--- src/rtl/fp_mul_pkg.sv ---
// Shared definitions for the single-precision multiplier back end.
// Holds the binary32 exponent constants, the canonical quiet NaN and the
// stage-1 (post-normalize) pipeline register layout.
// The internal exponent is carried at S1_EXP_W bits signed. This is wide
// enough that in_exp + 2 never wraps for any EXP_W up to S1_EXP_W - 2.
package fp_mul_pkg;

  localparam int S1_EXP_W = 16;
  localparam int EXP_BIAS = 127;

  localparam logic signed [S1_EXP_W-1:0] EXP_MAX  = 16'sd255;
  localparam logic signed [S1_EXP_W-1:0] EXP_ZERO = 16'sd0;
  localparam logic signed [S1_EXP_W-1:0] EXP_ONE  = 16'sd1;
  localparam logic [31:0]                QNAN     = 32'h7FC00000;

  typedef struct packed {
    logic                       valid;
    logic                       sign;
    logic signed [S1_EXP_W-1:0] exp;
    logic [23:0]                mant24;
    logic                       guard;
    logic                       sticky;
    logic                       nan;
    logic                       inf;
    logic                       zero;
  } s1_t;

endpackage

--- src/rtl/fp_mul_normalize_round_round.sv ---
// fp_round_rne: combinational round-to-nearest-even on a 24-bit mantissa
// that carries its hidden bit.
// Ports:
//   mant24/guard/sticky : normalized mantissa plus its guard and sticky bits
//   exp                 : signed exponent belonging to mant24
//   mant                : rounded 24-bit mantissa (hidden bit at [23])
//   exp_out             : exponent after a possible rounding carry
//   inexact             : guard | sticky (bits were discarded)
// The adder's rounding stage can reuse this block unchanged.
module fp_round_rne #(
  parameter int EW = 16
) (
  input  logic [23:0]          mant24,
  input  logic                 guard,
  input  logic                 sticky,
  input  logic signed [EW-1:0] exp,
  output logic [23:0]          mant,
  output logic signed [EW-1:0] exp_out,
  output logic                 inexact
);

  logic        round_up_s;
  logic [24:0] sum_s;

  // Ties go to the even neighbour: a bare guard bit rounds up only when the LSB is 1.
  assign round_up_s = guard & (sticky | mant24[0]);
  assign sum_s      = {1'b0, mant24} + {24'h000000, round_up_s};

  // A carry out of the 25-bit sum means 1.111..1 rounded to 10.000..0, so renormalize.
  always_comb begin
    mant    = sum_s[23:0];
    exp_out = exp;
    inexact = guard | sticky;
    if (sum_s[24]) begin
      mant    = 24'h800000;
      exp_out = exp + EW'(1'b1);
    end else begin
      mant    = sum_s[23:0];
      exp_out = exp;
    end
  end

endmodule

--- src/rtl/fp_mul_normalize_round.sv ---
// fp_mul_normalize_round: two-stage normalize / round / pack stage of the
// binary32 multiplier. It consumes the 48-bit raw mantissa product and
// produces an IEEE-754 result using round-to-nearest-even and flush-to-zero.
// Ports:
//   clk, rst                    : clock, synchronous active-high reset
//   in_valid / in_ready         : input handshake (in_ready = pipeline enable)
//   in_sign, in_exp, in_product : sign, signed pre-normalize exponent, raw product
//   in_nan, in_inf, in_zero     : special-case flags from the unpack stage
//   out_valid / out_ready       : output handshake
//   out_result                  : packed binary32
//   out_overflow, out_underflow, out_inexact : exception flags
// The whole pipe advances on one global enable. While stalled, every output holds.
module fp_mul_normalize_round
  import fp_mul_pkg::*;
#(
  parameter int EXP_W = 10
) (
  input  logic                    clk,
  input  logic                    rst,
  input  logic                    in_valid,
  output logic                    in_ready,
  input  logic                    in_sign,
  input  logic signed [EXP_W-1:0] in_exp,
  input  logic [47:0]             in_product,
  input  logic                    in_nan,
  input  logic                    in_inf,
  input  logic                    in_zero,
  output logic                    out_valid,
  input  logic                    out_ready,
  output logic [31:0]             out_result,
  output logic                    out_overflow,
  output logic                    out_underflow,
  output logic                    out_inexact
);

  logic                       en_s;
  logic signed [S1_EXP_W-1:0] in_exp_ext_s;
  s1_t                        s1_next_s;
  s1_t                        s1_r;
  logic [23:0]                rnd_mant_s;
  logic signed [S1_EXP_W-1:0] rnd_exp_s;
  logic                       rnd_inexact_s;
  logic [31:0]                res_s;
  logic                       ovf_s;
  logic                       unf_s;
  logic                       inex_s;

  assign en_s         = !out_valid | out_ready;
  assign in_ready     = en_s;
  assign in_exp_ext_s = S1_EXP_W'(in_exp);  // signed cast sign-extends

  // Stage 1: place the leading one at mant24[23] and split off guard/sticky.
  always_comb begin
    s1_next_s       = '0;
    s1_next_s.valid = in_valid;
    s1_next_s.sign  = in_sign;
    s1_next_s.nan   = in_nan;
    s1_next_s.inf   = in_inf;
    s1_next_s.zero  = in_zero;
    if (in_product[47]) begin
      s1_next_s.mant24 = in_product[47:24];
      s1_next_s.guard  = in_product[23];
      s1_next_s.sticky = |in_product[22:0];
      s1_next_s.exp    = in_exp_ext_s + EXP_ONE;
    end else begin
      s1_next_s.mant24 = in_product[46:23];
      s1_next_s.guard  = in_product[22];
      s1_next_s.sticky = |in_product[21:0];
      s1_next_s.exp    = in_exp_ext_s;
    end
  end

  // Stage-1 register, advancing only on the global enable.
  always_ff @(posedge clk) begin
    if (rst) begin
      s1_r <= '0;
    end else if (en_s) begin
      s1_r <= s1_next_s;
    end
  end

  fp_round_rne #(
    .EW (S1_EXP_W)
  ) u_round (
    .mant24  (s1_r.mant24),
    .guard   (s1_r.guard),
    .sticky  (s1_r.sticky),
    .exp     (s1_r.exp),
    .mant    (rnd_mant_s),
    .exp_out (rnd_exp_s),
    .inexact (rnd_inexact_s)
  );

  // Stage 2: resolve specials, range-check the rounded exponent, then pack.
  // A non-special beat with no leading one can only be a zero product, so it packs as zero.
  always_comb begin
    res_s  = 32'h00000000;
    ovf_s  = 1'b0;
    unf_s  = 1'b0;
    inex_s = 1'b0;
    if (s1_r.nan) begin
      res_s = QNAN;
    end else if (s1_r.inf) begin
      res_s = {s1_r.sign, 8'hFF, 23'h000000};
    end else if (s1_r.zero || !rnd_mant_s[23]) begin
      res_s = {s1_r.sign, 31'h00000000};
    end else if (rnd_exp_s >= EXP_MAX) begin
      res_s  = {s1_r.sign, 8'hFF, 23'h000000};
      ovf_s  = 1'b1;
      inex_s = 1'b1;
    end else if (rnd_exp_s <= EXP_ZERO) begin
      res_s  = {s1_r.sign, 31'h00000000};
      unf_s  = 1'b1;
      inex_s = 1'b1;
    end else begin
      res_s  = {s1_r.sign, rnd_exp_s[7:0], rnd_mant_s[22:0]};
      inex_s = rnd_inexact_s;
    end
  end

  // Output register. A bubble leaves the last valid result and flags in place.
  always_ff @(posedge clk) begin
    if (rst) begin
      out_valid     <= 1'b0;
      out_result    <= 32'h00000000;
      out_overflow  <= 1'b0;
      out_underflow <= 1'b0;
      out_inexact   <= 1'b0;
    end else if (en_s) begin
      out_valid <= s1_r.valid;
      if (s1_r.valid) begin
        out_result    <= res_s;
        out_overflow  <= ovf_s;
        out_underflow <= unf_s;
        out_inexact   <= inex_s;
      end
    end
  end

endmodule

--- config.mk ---
export PLATFORM = sky130hd
export DESIGN_NAME = fp_mul_normalize_round
export DESIGN_NICKNAME = d
export VERILOG_FILES = /design/src/rtl/fp_mul_pkg.sv /design/src/rtl/fp_mul_normalize_round_round.sv /design/src/rtl/fp_mul_normalize_round.sv
export SDC_FILE = /design/constraint.sdc
export NUM_CORES = 1
export LEC_CHECK = 0
export ABC_AREA = 1
export BUFFER_PORTS_ARGS = -buffer_cell sky130_fd_sc_hd__buf_2
export CAP_MARGIN = 20
export CORE_MARGIN = 10
export CORE_UTILIZATION = 50
export CTS_CLUSTER_SIZE = 12
export DETAILED_ROUTE_END_ITERATION = 10
export PLACE_DENSITY = 0.8
export SLEW_MARGIN = 0
export SYNTH_ARGS = -nofsm -noshare
export SYNTH_HDL_FRONTEND = slang
export SYNTH_HIERARCHICAL = 1
export SYNTH_SLANG_ARGS = --single-unit
--- constraint.sdc ---
create_clock -name clk -period 2.91 [get_ports clk]
set_input_delay 0.582 -clock clk [delete_from_list [all_inputs] [get_ports clk]]
set_output_delay 0.582 -clock clk [all_outputs]
set_load 0.03 [all_outputs]
==> out/metrics.csv, run 1 <==
stage;metric;value;unit
worst_setup_path;RR Endpoint;out_result[4];
job;number of max-cap violations;0;
worst_setup_path;Worst Setup Start Kind;flop;
worst_setup_path;Critical Path Max Stage Delay;0.33;ns
cells_and_area;most common cell after layout, fill and taps aside;nand2_1;
cells_and_area;layout cells sized above 1;19.50;%
cells_and_area;Layout Nets;906;
die;Die H;117.6;um
cells_and_area;fin util;60.59;%
yosys;Syn Std Cell Area;4767;um^2
timing;Max Clock Freq;366.6;MHz
yosys;#FFs+latches synth;78;
clocking;total CTS buffers;9;
detailed_routing;uppermost layer routed;met4;
worst_setup_path;CP cell instances;o21a_1 > ha_1 > ha_1 > nand2_1 > nor2_4 > nand2_2 > inv_4 > nand2_8 > inv_6 > nand2_1 > nand2_1 > nor2_1 > nand2_1 > nor2_4 > nand2_2 > nor2_4 > buf_12 > nand3_1 > a21oi_2;
clocking;Clock Tree Root;clkbuf_8;
clocking;H-tree levels;3;
power;Max VDD drop;240.9;uV
detailed_routing;met1 wire length;6.246;mm
power;Net Sw Frac;30.00;%
detailed_routing;met3 wire length;1.026;mm
detailed_routing;final WL;13.68;mm
cells_and_area;register area;1562;um^2
timing;slew margin rel.;62.00;%
worst_setup_path;R2R Setup Slk;0.18;ns
power;NetSw;0.0007683;W
die;Core Area;9284;um^2
cells_and_area;area added between synthesis and finish;18.01;%
yosys;gate count after technology mapping;745;
detailed_routing;Iter 0 DRT Violations;574;
yosys;Syn Nets;815;
global_route;initial antenna violation count;0;
die;Initial Utilization;51.35;%
clocking;CTS tree;yes;
min_path;WHS Path Cells;2;
worst_setup_path;CP max FO;23;
placed_design;PortBufs;102;
worst_setup_path;Worst Reg2Reg Path Length in Cells;19;
timing;Max Slew Vio Count;0;
global_route;vias in the first global route;4788;
timing;Setup Skew;0.01019;ns
power;sequential share of power;46.7;%
timing;unrepaired setup endpoints after global routing;true;
cells_and_area;area of the multi-input gates;2869;um^2
cells_and_area;cell area after layout;5625;um^2
placed_design;routability congestion estimate;0.9759;
clocking;clock sinks;78;
power;PwrDens;455.3;nW/um^2
die;Cell Rows;35;
die;Top Ports;103;
timing;Tcrit/Tclk final;93.74;%
worst_setup_path;launch point of the worst reg-to-reg path;s1_r[5];
worst_setup_path;CP arrival;3.02;ns
yosys;Syn. warnings;6;
cells_and_area;# diodes;0;
worst_setup_path;Crit path max-delay family;simple AND/OR/NAND/NOR gates;
power;leakage power;2.536;nW
timing;Tightest Pin Transition;0.5700;ns
detailed_routing;Vias/cell;5.280;
yosys;Avg Cell Area, Syn;6.399;um^2
clocking;clk_lat worst skew;0.36;ns
timing;setup TNS;0;ns
die;die area;13840;um^2
detailed_routing;First-pass DRT Iterations;5;
global_route;first-pass GRT wire length;22.67;mm
timing;final hold violation count;0;
yosys;post-synthesis sequential area ratio;32.76;%
die;die width;117.6;um
placed_design;post-DP HPWL;10.08;mm
detailed_routing;routed length per instance;14.10;um
power;internal power;0.001793;W
worst_setup_path;most used cell, CP;nand2_1;
global_route;largest net degree at the start of global routing;63;
detailed_routing;met2 wire len;6.141;mm
run_status;status;finished clean;
power;Clock power frac;36.8;%
min_path;Hold Path Sink;out_result[2];
detailed_routing;ANT nets after route;0;
worst_setup_path;worst path bufs/invs;3;
global_route;remaining global-route overflow;0;
worst_setup_path;Setup CP Type;flop to flop;
timing;minimum clock period;2.728;ns
placed_design;Placed Area;5351;um^2
global_route;total track usage;19.00;%
yosys;synth unique cells;35;
detailed_routing;vias;5122;
power;Combinational Power Share;16.5;%
min_path;Min-Delay Path Class;flop to flop;
worst_setup_path;Critical Path RT;3.20;ns
detailed_routing;DRC viols;0;
clocking;hold buffers post-CTS;0;
cells_and_area;Fill cells;920;
worst_setup_path;slowest CP cell;dfxtp_1;
clocking;CTS max path bufs;2;
cells_and_area;most frequent cells in the layout;238 x nand2_1, 102 x buf_2, 78 x dfxtp_1;
worst_setup_path;endpoint class of the critical path;flop;
min_path;worst hold start;out_result[2];
timing;final setup fails;0;
clocking;clk slew on worst S/H paths;0.08;ns
timing;hold slack;0.4614;ns
==> state kept, by name (all words and copies together) (netlist names) <==
signal         cells
s1_r              42
out_result        32
out_underflow      1
out_valid          1
out_inexact        1
out_overflow       1
==> metrics by stage <==
stage | worst slack (ns) | total power, W | instances
6_report | 0.1821 | 0.002561 | 970
3_5_place_dp | 0.06798 | 0.001634 | 953
5_1_grt | -0.03091 | 0.002690 | 970
3_3_place_gp | 0.1735 | 0.001633 | 953
2_1_floorplan | 0.4070 | 0.001488 | 745
4_1_cts | 0.01007 | 0.002562 | 969
==> cell usage after synthesis, drive strengths merged <==
library cell  count  area (um^2)
nand3            62        325.3
xnor2            15        131.4
and2              1        6.260
dfxtp            78         1562
nand4             9        56.30
or2               1        6.260
buf              15        103.8
o21a              1        7.510
nor3b             1        12.51
ha                4        50.05
inv              53        201.5
a31oi            25        156.4
o21ai            54        270.3
o21bai            2        15.01
nor2             84        391.6
a21oi            49        245.2
nand3b            3        22.52
nand2           247        959.7
nor4              5        31.28
clkbuf           17        63.81
nor3              5        30.03
xor2             13        113.9
clkinv            1        5.000
==> worst max-delay path by stage <==
stage               cells past startpoint  startpoint              to
finish                                 19     s1_r[5]   out_result[4]
global route                           19     s1_r[3]   out_result[4]
CTS                                    20     s1_r[3]   out_result[4]
detailed placement                     18     s1_r[5]   out_result[4]
global placement                       20     s1_r[3]  out_result[12]
floorplan                              21     s1_r[3]  out_result[15]
==> cell type report <==
cell class	instances	area share, %
Timing Repair Buffer	111	10.50
Sequential cell	78	27.76
Multi-Input combinational cell	582	51.00
Tap cell	129	2.869
Inverter	54	3.781
Clock buffer	10	2.447
Clock inverter	6	1.646
==> tightest hold or removal path, delay by kind of cell, from the launching register on <==
family,cells,cell delay [ns]
compound gates,1,0.05
flops,1,0.31
simple gates,1,0.06
==> routing by layer <==
layer / GRT usage (%) / vias to the layer above
li1: - / 2611
met1: 24.55 / 2290
met2: 30.17 / 197
met3: 4.317 / 24
met4: 6.801 / 0
met5: 0 / -
==> power groups by stage <==
stage               Clock [W]  Sequential [W]  Combinational, W
finish               0.000943         0.00120          0.000422
global route          0.00101         0.00121          0.000479
CTS                  0.000950         0.00119          0.000418
detailed placement          0         0.00122          0.000415
global placement            0         0.00122          0.000415
floorplan                   0         0.00123          0.000262
==> logic make-up (layout without fill, tap and decap cells) <==
logic type | count (synthesis) | after routing | synth area share, %
buffers and inverters | 86 | 181 | 7.848
and+or+nand+nor | 418 | 419 | 38.64
AOI/OAI and AO/OA | 131 | 131 | 14.57
adders and majority gates | 4 | 4 | 1.050
xor gates and xnor gates | 28 | 28 | 5.144
DFF | 78 | 78 | 32.76
==> timing repair <==
| item | in CTS | in global routing |
|---|---|---|
| endpoints found under the setup margin | 0 | 34 |
| setup buffers | 0 | 0 |
| endpoints found under the hold margin | 0 | 0 |
| gates resized for setup | 0 | 10 |
No activity file was read; power rests on OpenSTA's default activity.
==> inputs of run 2 (changes only) <==
- PLACE_DENSITY: 0.8 -> 0.81
- SYNTH_HIERARCHICAL: 1 -> unset
==> out/metrics.csv, run 2 <==
stage;metric;value;unit;change
min_path;worst hold start;out_result[14];;
yosys;ys flop type;dfxtp_1;;
detailed_routing;final WL;12.46;mm;-8.9%
yosys;Synth top area share;34.53;%;+1.8 points
worst_setup_path;CP max FO;14;;-39%
worst_setup_path;Worst path depth;16;;-3
clocking;hold buffers post-CTS;0;;unchanged
timing;Max Slew Vio Count;0;;unchanged
clocking;CTS tree;yes;;
die;Die H;115.1;um;-2.2%
worst_setup_path;slowest CP cell;dfxtp_1;;
power;Max VDD drop;206.7;uV;-14%
cells_and_area;area added between synthesis and finish;19.84;%;
yosys;#FFs+latches synth;78;;unchanged
cells_and_area;fin util;61.84;%;+1.2 points
job;number of max-cap violations;0;;unchanged
worst_setup_path;Critical Path Max Stage Delay;0.34;ns;about the same
clocking;Clock Tree Root;clkbuf_8;;
worst_setup_path;worst path bufs/invs;3;;unchanged
cells_and_area;Largest Register;s1_r;;
die;Top Ports;103;;unchanged
cells_and_area;layout cells sized above 1;20.63;%;+1.1 points
placed_design;PortBufs;102;;unchanged
yosys;ranking of synthesized cells by area;dfxtp_1 35%, nand2_1 15%, nand3_1 5.9%;;
global_route;largest net degree at the start of global routing;52;;-17%
placed_design;routability congestion estimate;0.9135;;-6.4%
global_route;initial antenna violation count;0;;unchanged
min_path;Hold Path Sink;out_result[14];;
die;die area;13250;um^2;-4.3%
die;Initial Utilization;51.60;%;+0.25 points
yosys;Syn Nets;758;;-7.0%
worst_setup_path;Critical Path Start;s1_r[3];;
timing;final hold violation count;0;;unchanged
worst_setup_path;RR Endpoint;out_result[16];;
cells_and_area;max reg flops;42;;unchanged
global_route;vias in the first global route;4440;;-7.3%
placed_design;post-DP HPWL;9.874;mm;-2.1%
detailed_routing;First-pass DRT Iterations;5;;unchanged
yosys;Avg Cell Area, Syn;6.572;um^2;+2.7%
worst_setup_path;Critical Path RT;3.14;ns;-0.06 ns
run_status;status;finished clean;;
clocking;clk_lat worst skew;0.35;ns;about the same
worst_setup_path;CP arrival;2.83;ns;-0.19 ns
detailed_routing;routed length per instance;13.87;um;-1.6%
clocking;total CTS buffers;9;;unchanged
die;Cell Rows;34;;-2.9%
die;die width;115.1;um;-2.2%
detailed_routing;ANT nets after route;0;;unchanged
power;leakage power;2.413;nW;-4.9%
yosys;Syn. warnings;0;;-6
cells_and_area;Largest regs;s1_r (42), out_result (32);;
detailed_routing;vias;4732;;-7.6%
cells_and_area;most common cell after layout, fill and taps aside;nand2_1;;
min_path;Min-Delay Path Class;flop to flop;;
global_route;remaining global-route overflow;0;;unchanged
yosys;synth unique cells;37;;+5.7%
detailed_routing;DRC viols;0;;unchanged
yosys;area leader, netlist;dfxtp_1;;
worst_setup_path;Worst Setup Start Kind;flop;;
yosys;post-synthesis sequential area ratio;34.53;%;+1.8 points
die;Core Area;8763;um^2;-5.6%
worst_setup_path;Worst Reg2Reg Path Length in Cells;16;;-3
yosys;Syn Std Cell Area;4522;um^2;-5.1%
global_route;total track usage;18.46;%;-0.53 points
clocking;clk slew on worst S/H paths;0.08;ns;about the same
worst_setup_path;most used cell, CP;nand3_1;;
timing;Max Clock Freq;385.6;MHz;+5.2%
worst_setup_path;R2R Setup Slk;0.32;ns;+0.13 ns
worst_setup_path;Setup CP Type;flop to flop;;
timing;Tcrit/Tclk final;89.11;%;-4.6 points
min_path;WHS Path Cells;2;;unchanged
timing;unrepaired setup endpoints after global routing;false;;
cells_and_area;# diodes;0;;unchanged
worst_setup_path;CP cell instances;o21a_1 > ha_1 > ha_1 > nand3_1 > inv_1 > nand2_2 > inv_4 > buf_12 > nand3_1 > nand2_1 > nor2_1 > nand2_1 > o21ai_4 > nand2_2 > nand3_1 > a21oi_1;;
yosys;async set or reset register ratio after synthesis;0;%;unchanged
timing;slew margin rel.;54.83;%;-7.2 points
global_route;first-pass GRT wire length;20.67;mm;-8.9%
cells_and_area;most frequent cells in the layout;182 x nand2_1, 102 x buf_2, 78 x dfxtp_1;;
cells_and_area;Layout Nets;855;;-5.6%
yosys;most numerous cell in the Yosys netlist;nand2_1;;
timing;setup TNS;0;ns;unchanged
detailed_routing;Iter 0 DRT Violations;316;;-45%
detailed_routing;Vias/cell;5.269;;-0.21%
yosys;top cells by count, synth;183 x nand2_1, 78 x dfxtp_1, 60 x nor2_1;;
worst_setup_path;Crit path max-delay family;simple AND/OR/NAND/NOR gates;;
clocking;H-tree levels;3;;unchanged
power;PwrDens;478.1;nW/um^2;+5.0%
yosys;gate count after technology mapping;688;;-7.7%
timing;final setup fails;0;;unchanged
yosys;EDFF count, synth;0;;unchanged
timing;minimum clock period;2.593;ns;-0.1348 ns
timing;Setup Skew;0.008676;ns;-0.001513 ns
worst_setup_path;endpoint class of the critical path;flop;;
clocking;clock sinks;78;;unchanged
clocking;CTS max path bufs;2;;unchanged
worst_setup_path;launch point of the worst reg-to-reg path;s1_r[3];;
timing;Tightest Pin Transition;0.6767;ns;+0.1068 ns
-- run 2: changes by cell type after synthesis, sizes merged, moves of 7 or more --
| cell | delta |
|---|---|
| a21oi | -7 |
| clkbuf | +8 |
| nor2 | -19 |
| xor2 | +7 |
| nand2 | -51 |
| nor3 | +17 |
| nand3 | -8 |
-- run 2: cell type report --
cell class	count	area, um^2
timing repair buffer	120	658.1
multi-input combinational	522	2618
tap	108	135.1
sequential	78	1562
clock buffer	10	127.6
fill	821	3344
inverter	54	209.0
clock inverter	6	110.1
-- run 2: routing by layer --
metal / up-vias / share of wire, % / global-route usage [%]
li1: 2470 / - / -
met1: 2104 / 50 / 25.52
met2: 143 / 42 / 27.59
met3: 15 / 7.0 / 4.792
met4: 0 / 1.3 / 5.363
met5: - / 0 / 0
-- run 2: worst min-delay path: stages (launching register included) --
cell and delay (ns):
dfxtp_1 0.31, nand2_1 0.06, a21oi_1 0.05
-- run 2: logic make-up after synthesis --
logic type | count (synthesis) | synth area share [%]
buf+inv | 89 | 8.052
xor+xnor | 31 | 6.004
fa+ha+maj | 4 | 1.107
simple gates | 360 | 35.03
flops | 78 | 34.53
compound gates | 126 | 15.27
-- run 2: worst max path at each step --
| stage | to | slack (ns) |
|---|---|---|
| after global routing | out_result[18] | 0.005 |
| after detailed placement | out_result[21] | 0.07 |
| after floorplan | out_result[10] | 0.46 |
| after CTS | out_result[21] | 0.05 |
| after global placement | out_result[21] | 0.25 |
| final | out_result[16] | 0.32 |
-- run 2: power breakdown --
part	internal [W]	switching (W)	total, W
sequential	0.00113	0.0000617	0.00119
combinational	0.000162	0.000277	0.000438
clock	0.000568	0.000395	0.000964
total	0.00186	0.000734	0.00259
-- run 2: per-stage QoR --
stage                     hold WS (ns)  cells  setup WS (ns)  area [um^2]  total power, W
after floorplan                 0.4297    688         0.4559         4522        0.001490
after global placement          0.4504    879         0.2470         5126        0.001631
after detailed placement        0.4532    879        0.06703         5126        0.001641
after CTS                       0.4636    895        0.05402         5364        0.002602
after global routing            0.4856    898       0.004748         5419        0.002721
final                           0.4655    898         0.3168         5419        0.002591
-- run 2: repair_timing --
item                                    in CTS  in global routing
hold endpoints to repair                     0                  0
setup buffers                                0                  2
gates resized for setup                      0                  6
endpoints found under the setup margin       0                 32
